`src/rtl/icache_linefill_unit.sv`:
```
// rtl/icache_linefill_unit.sv - icache line-fill unit: issues miss reads, assembles beats, writes lines, acks MSHR entries
module icache_linefill_unit #(
    parameter int ENTRY_NUM  = 8,
    parameter int IDX_W      = 3,
    parameter int ADDR_W     = 32,
    parameter int TXNID_W    = 5,
    parameter int BEAT_W     = 128,
    parameter int LINE_BEATS = 4,
    parameter int MAX_OUTST  = 4
) (
    input  logic                         clk,
    input  logic                         rst_n,
    input  logic                         txreq_vld,
    output logic                         txreq_rdy,
    input  logic [ADDR_W-1:0]            txreq_addr,
    input  logic [TXNID_W-1:0]           txreq_txnid,
    input  logic [IDX_W-1:0]             txreq_entry_id,
    output logic                         mem_req_vld,
    input  logic                         mem_req_rdy,
    output logic [ADDR_W-1:0]            mem_req_addr,
    output logic [IDX_W-1:0]             mem_req_id,
    input  logic                         mem_rsp_vld,
    output logic                         mem_rsp_rdy,
    input  logic [IDX_W-1:0]             mem_rsp_id,
    input  logic [BEAT_W-1:0]            mem_rsp_data,
    input  logic                         mem_rsp_last,
    input  logic                         mem_rsp_err,
    output logic                         fill_wr_vld,
    input  logic                         fill_wr_rdy,
    output logic [ADDR_W-1:0]            fill_wr_addr,
    output logic [TXNID_W-1:0]           fill_wr_txnid,
    output logic [BEAT_W*LINE_BEATS-1:0] fill_wr_data,
    output logic                         fill_wr_err,
    output logic                         linefill_done,
    output logic [IDX_W:0]               linefill_ack_entry_idx,
    output logic                         proto_err,
    output logic [$clog2(MAX_OUTST):0]   outst_cnt
);

    localparam int OC_W  = $clog2(MAX_OUTST) + 1;
    localparam int CNT_W = $clog2(LINE_BEATS);
    localparam int REQ_W = ADDR_W + TXNID_W + IDX_W;
    localparam logic [OC_W-1:0]  MAX_CNT   = OC_W'(MAX_OUTST);
    localparam logic [CNT_W-1:0] LAST_BEAT = CNT_W'(LINE_BEATS - 1);

    localparam logic [1:0] S_IDLE  = 2'd0;
    localparam logic [1:0] S_FILL  = 2'd1;
    localparam logic [1:0] S_WRITE = 2'd2;
    localparam logic [1:0] S_DONE  = 2'd3;

    logic [REQ_W-1:0]   fifo_mem [2];
    logic               wr_ptr;
    logic               rd_ptr;
    logic [1:0]         fifo_cnt;
    logic [REQ_W-1:0]   head;
    logic [TXNID_W-1:0] head_txnid;
    logic               push;
    logic               pop;

    logic [ADDR_W-1:0]  addr_tab  [ENTRY_NUM];
    logic [TXNID_W-1:0] txnid_tab [ENTRY_NUM];
    logic [ENTRY_NUM-1:0] busy;

    logic [1:0]         state;
    logic [IDX_W-1:0]   cur_id;
    logic [CNT_W-1:0]   beat_cnt;
    logic               err;
    logic [LINE_BEATS-1:0][BEAT_W-1:0] line;

    // Handshake outputs are forced low while reset is held, not just one cycle later.
    assign txreq_rdy   = rst_n && (fifo_cnt != 2'd2);
    assign mem_req_vld = rst_n && (fifo_cnt != 2'd0) && (outst_cnt < MAX_CNT);
    assign mem_rsp_rdy = rst_n && ((state == S_IDLE) || (state == S_FILL));

    assign push = txreq_vld && txreq_rdy;
    assign pop  = mem_req_vld && mem_req_rdy;

    assign head         = fifo_mem[rd_ptr];
    assign mem_req_addr = head[REQ_W-1 -: ADDR_W];
    assign head_txnid   = head[IDX_W +: TXNID_W];
    assign mem_req_id   = head[IDX_W-1:0];

    assign fill_wr_vld            = (state == S_WRITE);
    assign fill_wr_addr           = addr_tab[cur_id];
    assign fill_wr_txnid          = txnid_tab[cur_id];
    assign fill_wr_data           = line;
    assign fill_wr_err            = err;
    assign linefill_done          = (state == S_DONE);
    assign linefill_ack_entry_idx = {1'b0, cur_id};

    always_ff @(posedge clk) begin
        if (!rst_n) begin
            for (int i = 0; i < 2; i++) fifo_mem[i] <= '0;
            wr_ptr   <= 1'b0;
            rd_ptr   <= 1'b0;
            fifo_cnt <= 2'd0;
        end else begin
            if (push) begin
                fifo_mem[wr_ptr] <= {txreq_addr, txreq_txnid, txreq_entry_id};
                wr_ptr           <= ~wr_ptr;
            end
            if (pop) rd_ptr <= ~rd_ptr;
            fifo_cnt <= fifo_cnt + {1'b0, push} - {1'b0, pop};
        end
    end

    // Set after clear so a same-cycle reissue of the retiring entry stays busy.
    always_ff @(posedge clk) begin
        if (!rst_n) begin
            for (int i = 0; i < ENTRY_NUM; i++) begin
                addr_tab[i]  <= '0;
                txnid_tab[i] <= '0;
            end
            busy      <= '0;
            outst_cnt <= '0;
        end else begin
            if (state == S_DONE) busy[cur_id] <= 1'b0;
            if (pop) begin
                addr_tab[mem_req_id]  <= mem_req_addr;
                txnid_tab[mem_req_id] <= head_txnid;
                busy[mem_req_id]      <= 1'b1;
            end
            if (pop && (state != S_DONE))
                outst_cnt <= outst_cnt + OC_W'(1);
            else if (!pop && (state == S_DONE))
                outst_cnt <= outst_cnt - OC_W'(1);
        end
    end

    always_ff @(posedge clk) begin
        if (!rst_n) begin
            state     <= S_IDLE;
            cur_id    <= '0;
            beat_cnt  <= '0;
            err       <= 1'b0;
            line      <= '0;
            proto_err <= 1'b0;
        end else begin
            proto_err <= 1'b0;
            case (state)
                S_IDLE: begin
                    if (mem_rsp_vld) begin
                        if (!busy[mem_rsp_id]) begin
                            proto_err <= 1'b1;
                        end else begin
                            cur_id   <= mem_rsp_id;
                            line[0]  <= mem_rsp_data;
                            beat_cnt <= CNT_W'(1);
                            err      <= mem_rsp_err;
                            if (mem_rsp_last) begin
                                proto_err <= 1'b1;
                                err       <= 1'b1;
                                state     <= S_DONE;
                            end else begin
                                state <= S_FILL;
                            end
                        end
                    end
                end
                S_FILL: begin
                    if (mem_rsp_vld) begin
                        if (mem_rsp_id != cur_id) begin
                            proto_err <= 1'b1;
                        end else begin
                            line[beat_cnt] <= mem_rsp_data;
                            beat_cnt       <= beat_cnt + CNT_W'(1);
                            err            <= err | mem_rsp_err;
                            // The final slot always closes the line, with or without last.
                            if (beat_cnt == LAST_BEAT) begin
                                state <= S_WRITE;
                                if (!mem_rsp_last) proto_err <= 1'b1;
                            end else if (mem_rsp_last) begin
                                proto_err <= 1'b1;
                                err       <= 1'b1;
                                state     <= S_DONE;
                            end
                        end
                    end
                end
                S_WRITE: begin
                    if (fill_wr_rdy) state <= S_DONE;
                end
                default: begin
                    state <= S_IDLE;
                end
            endcase
        end
    end

endmodule
```
`config.mk`:
```
export PLATFORM = sky130hd
export DESIGN_NAME = icache_linefill_unit
export DESIGN_NICKNAME = d
export VERILOG_FILES = /design/src/rtl/icache_linefill_unit.sv
export SDC_FILE = /design/constraint.sdc
export NUM_CORES = 2
export LEC_CHECK = 0
export ABC_CLOCK_PERIOD_IN_PS = 5300
export BUFFER_PORTS_ARGS = -buffer_cell sky130_fd_sc_hd__buf_2
export CAP_MARGIN = 20
export CORE_ASPECT_RATIO = 0.7
export CORE_MARGIN = 3
export CORE_UTILIZATION = 43
export DETAILED_ROUTE_END_ITERATION = 10
export GPL_ROUTABILITY_DRIVEN = 0
export PLACE_DENSITY = 0.66
export SYNTH_ARGS = -nofsm -noshare
export SYNTH_HDL_FRONTEND = slang
export SYNTH_SLANG_ARGS = --single-unit
```
`constraint.sdc`:
```
create_clock -name clk -period 5.3 [get_ports clk]
set_clock_uncertainty 0.05 [all_clocks]
set_input_delay 0.265 -clock clk [delete_from_list [all_inputs] [get_ports clk]]
set_output_delay 0.265 -clock clk [all_outputs]
set_load 0.05 [all_outputs]
```
==> impl_metrics.prom <==
# TYPE chip_impl_metric gauge
chip_impl_metric{name="final_critical_path_required_period",unit="ns"} 3.555
chip_impl_metric{name="clk_path_buf_depth",unit=""} 3
chip_impl_metric{name="final-setup-viol-count",unit=""} 0
chip_impl_info{name="synth_area_leader_cell",value="edfxtp_1"} 1
chip_impl_metric{name="totalWireLength",unit="µm"} 121000
chip_impl_metric{name="antenna_found_initial",unit=""} 14
chip_impl_metric{name="cts.sinks",unit=""} 916
chip_impl_metric{name="totalNegativeSetupSlack",unit="ns"} 0
chip_impl_metric{name="ys_seq_elements",unit=""} 916
chip_impl_metric{name="avgSynthCellArea",unit="µm²"} 10.39
chip_impl_info{name="clock_tree_from_tritoncts",value="yes"} 1
chip_impl_metric{name="first_pass_grt_wire_length",unit="µm"} 171800
chip_impl_metric{name="synth-async-reset-ratio",unit=""} 0
chip_impl_metric{name="first_global_vias",unit=""} 25982
chip_impl_metric{name="post_drt_via_cell_ratio",unit=""} 5.279
chip_impl_info{name="clock-root-buffer",value="clkbuf_16"} 1
chip_impl_metric{name="finish.net_count",unit=""} 4458
chip_impl_metric{name="rows",unit=""} 88
chip_impl_info{name="hold_path.class",value="input pin to register"} 1
chip_impl_metric{name="globalRouteTotalUtil",unit=""} 0.2625
chip_impl_metric{name="tightestPinTransition",unit="ns"} 1.119
chip_impl_metric{name="num_vias",unit=""} 28653
chip_impl_metric{name="chip_width",unit="µm"} 351.4
chip_impl_metric{name="rrSetupSlack",unit="ns"} 2.06
chip_impl_metric{name="post-route-worst-setup-slack",unit="ns"} 1.745
chip_impl_metric{name="globalRouteOverflowTotal",unit=""} 0
chip_impl_info{name="crit_path_end",value="mem_req_addr[6]"} 1
chip_impl_metric{name="core_region_area",unit="mm²"} 0.08258
chip_impl_metric{name="cp_arrival",unit="ns"} 3.24
chip_impl_info{name="run_status",value="completed"} 1
chip_impl_info{name="setup_repair_after_global_routing_missed_its_margin",value="false"} 1
chip_impl_metric{name="whs",unit="ns"} 0.1076
chip_impl_info{name="end_kind",value="output pin"} 1
chip_impl_info{name="worst_r2r_startpoint",value="state[0]"} 1
chip_impl_metric{name="drt.antenna.violating_nets",unit=""} 0
chip_impl_metric{name="floorplan.die_area",unit="mm²"} 0.08708
chip_impl_info{name="synth_commonest_cells",value="nand2_1, dfxtp_1, a21oi_1"} 1
chip_impl_metric{name="drive_above_1_share",unit=""} 0.2536
chip_impl_metric{name="io_pins",unit=""} 777
chip_impl_metric{name="power_density",unit="mW/mm²"} 401.2
chip_impl_metric{name="p_leak",unit="nW"} 18.17
chip_impl_metric{name="first_iter_violations",unit=""} 2891
chip_impl_metric{name="area_growth_syn_to_layout",unit="%"} 25.16
chip_impl_metric{name="vdd_ir_drop_max",unit="mV"} 0.2683
chip_impl_metric{name="drc",unit=""} 0
chip_impl_metric{name="synth-warning-count",unit=""} 0
chip_impl_metric{name="synthesis.nets",unit=""} 3648
chip_impl_metric{name="die_h",unit="µm"} 247.8
chip_impl_metric{name="maxClockFrequency",unit="GHz"} 0.2813
chip_impl_metric{name="cts-htree-levels",unit=""} 3
chip_impl_info{name="yosys-top-cells-area",value="edfxtp_1, dfxtp_1, nand2_1"} 1
chip_impl_info{name="setup.worst_path.start_class",value="register"} 1
chip_impl_metric{name="post-layout-total-power",unit="mW"} 18.04
chip_impl_metric{name="cap_viol_max_count",unit=""} 0
chip_impl_metric{name="report.final.hold_viol_count",unit=""} 0
chip_impl_metric{name="syn_area",unit="mm²"} 0.03592
chip_impl_info{name="ys_dominant_reg_cell",value="dfxtp_1"} 1
chip_impl_metric{name="cts_buffers",unit=""} 88
chip_impl_metric{name="pin_count_of_the_biggest_net_entering_global_routing",unit=""} 190
chip_impl_metric{name="yosysSeqAreaShare",unit=""} 0.6154
chip_impl_metric{name="place_worst_setup_slack",unit="ns"} 1.860
chip_impl_info{name="worst_r2r_endpoint",value="fill_wr_data[151]"} 1
chip_impl_metric{name="clkSlewWorstSetupHoldPaths",unit="ns"} 0.06
chip_impl_metric{name="cts_resized",unit=""} 0
chip_impl_metric{name="drv_slew",unit=""} 0
chip_impl_metric{name="routed_wire_length_per_instance",unit="µm"} 22.29
chip_impl_metric{name="syn-instance-count",unit=""} 3456
chip_impl_info{name="synth.most_common_cell",value="nand2_1"} 1
chip_impl_metric{name="drt_pass1_iterations",unit=""} 6
chip_impl_metric{name="cp_max_fo",unit=""} 28
chip_impl_info{name="criticalPathCategory",value="register to output pin"} 1
chip_impl_metric{name="buffer_ports.inserted",unit=""} 775
chip_impl_metric{name="reg2regPathDepth",unit=""} 7
chip_impl_metric{name="layout_utilization",unit=""} 0.5444
chip_impl_metric{name="worst_ep_required_time",unit="ns"} 4.99
chip_impl_metric{name="finalCritPeriodShare",unit=""} 0.6708
chip_impl_metric{name="clock_insertion_delay_at_the_later_pin_of_the_skew_report",unit="ns"} 0.64
chip_impl_info{name="cpMaxStageDelayCell",value="mux2i_1"} 1
chip_impl_metric{name="start_util",unit=""} 0.4349
chip_impl_metric{name="synth.distinct_cells",unit=""} 54
chip_impl_metric{name="slowest_cell_delay_on_critical_path",unit="ns"} 0.96
chip_impl_metric{name="slew_headroom",unit=""} 0.2327
chip_impl_metric{name="dp_hpwl",unit="µm"} 82450
chip_impl_metric{name="synth_edf_count",unit=""} 376
chip_impl_metric{name="synthDominantCellAreaShare",unit=""} 0.3144
chip_impl_info{name="timing.critical_path.cells",value="buf_4, mux2i_1, inv_1, buf_2"} 1
## layout make-up
cell class | instances | area [µm²]
fillers | 7130 | 37630
flip-flops and latches | 916 | 22110
multi-input cells | 2215 | 12270
repair buffers | 997 | 6076
clock buffers | 118 | 2479
well taps | 1080 | 1351
clock inverters | 43 | 452.9
inverters | 48 | 187.7
diodes | 11 | 27.53
## logic make-up after synthesis
family | synth area share
buffers and inverters | 0.04487
other | 0.0001044
AND/OR/NAND/NOR | 0.1634
adder cells (fa/ha/maj) | 0.004738
AO/OA/AOI/OAI | 0.06198
XOR/XNOR | 0.003066
flip-flops | 0.6154
multiplexers | 0.1065
## sequential cells by signal (all words and copies together) (netlist names), 2 cells and up, named ones only
| register | flops |
|---|---|
| cur_id | 3 |
| state | 2 |
| outst_cnt | 3 |
| txnid_tab | 40 |
| busy | 8 |
| fifo_cnt | 2 |
| beat_cnt | 2 |
| fill_wr_data | 512 |
| fifo_mem | 80 |
| addr_tab | 256 |
## per-stage QoR
step	cells	area, µm²
finish	5428	44950
global route	5419	44930
CTS	5412	44880
detailed placement	5078	40210
global placement	5076	40200
floorplan	3456	35920
## worst min-delay path by stage
stage / startpoint / end / cells after the start
after CTS: mem_rsp_last / state[1] / 4
after global routing: mem_rsp_last / state[1] / 4
final: mem_rsp_last / state[1] / 4
after floorplan: mem_rsp_data[95] / fill_wr_data[223] / 2
after detailed placement: fill_wr_data[237] / fill_wr_data[237] / 2
after global placement: fill_wr_data[204] / fill_wr_data[204] / 2
## routing by layer
metal	part of all wire	GRT usage	wire length, µm	up-vias
met5	0.00048	0	58	-
met4	0.045	0.1101	5395	8
met3	0.10	0.07024	12170	281
met2	0.45	0.3958	54160	1442
met1	0.41	0.3586	49190	13796
li1	-	-	-	13126
## critical path: cells and delay by family, from the launching register on
family                 cells  cell delay (ns)
DFF                        1             0.84
muxes                      1             0.96
buffers and inverters      3             0.78
## repair_timing
action                                  CTS  global route
hold endpoints to repair                599             0
endpoints found under the setup margin    0             0
buffers inserted                          0             0
hold buffers                            173             0
## power by group
| part | total (mW) | leakage, nW | internal [mW] | switching (mW) |
|---|---|---|---|---|
| clock | 6.44 | 1.43 | 3.65 | 2.79 |
| sequential | 8.02 | 8.26 | 7.77 | 0.245 |
| combinational | 3.58 | 8.48 | 0.975 | 2.61 |
| total | 18.0 | 18.2 | 12.4 | 5.64 |
## layout by cell type (no fill, tap or decap), types with 4 or more instances in the layout
master / count
bufinv_16: 7
buf_2: 774
a21oi_1: 399
edfxtp_1: 376
clkbuf_8: 10
buf_4: 42
mux2_2: 38
dlygate4sd3_1: 173
and2_1: 82
inv_1: 47
ha_1: 12
mux2i_1: 173
nor2_1: 309
xor2_1: 4
clkbuf_16: 91
o21ai_0: 13
nand2b_1: 6
mux4_2: 74
dfxtp_1: 536
clkinv_2: 15
diode_2: 11
clkbuf_1: 17
clkinvlp_4: 4
buf_12: 7
clkinv_1: 9
nand2_1: 1052
No activity file was read; power rests on OpenSTA's default activity.
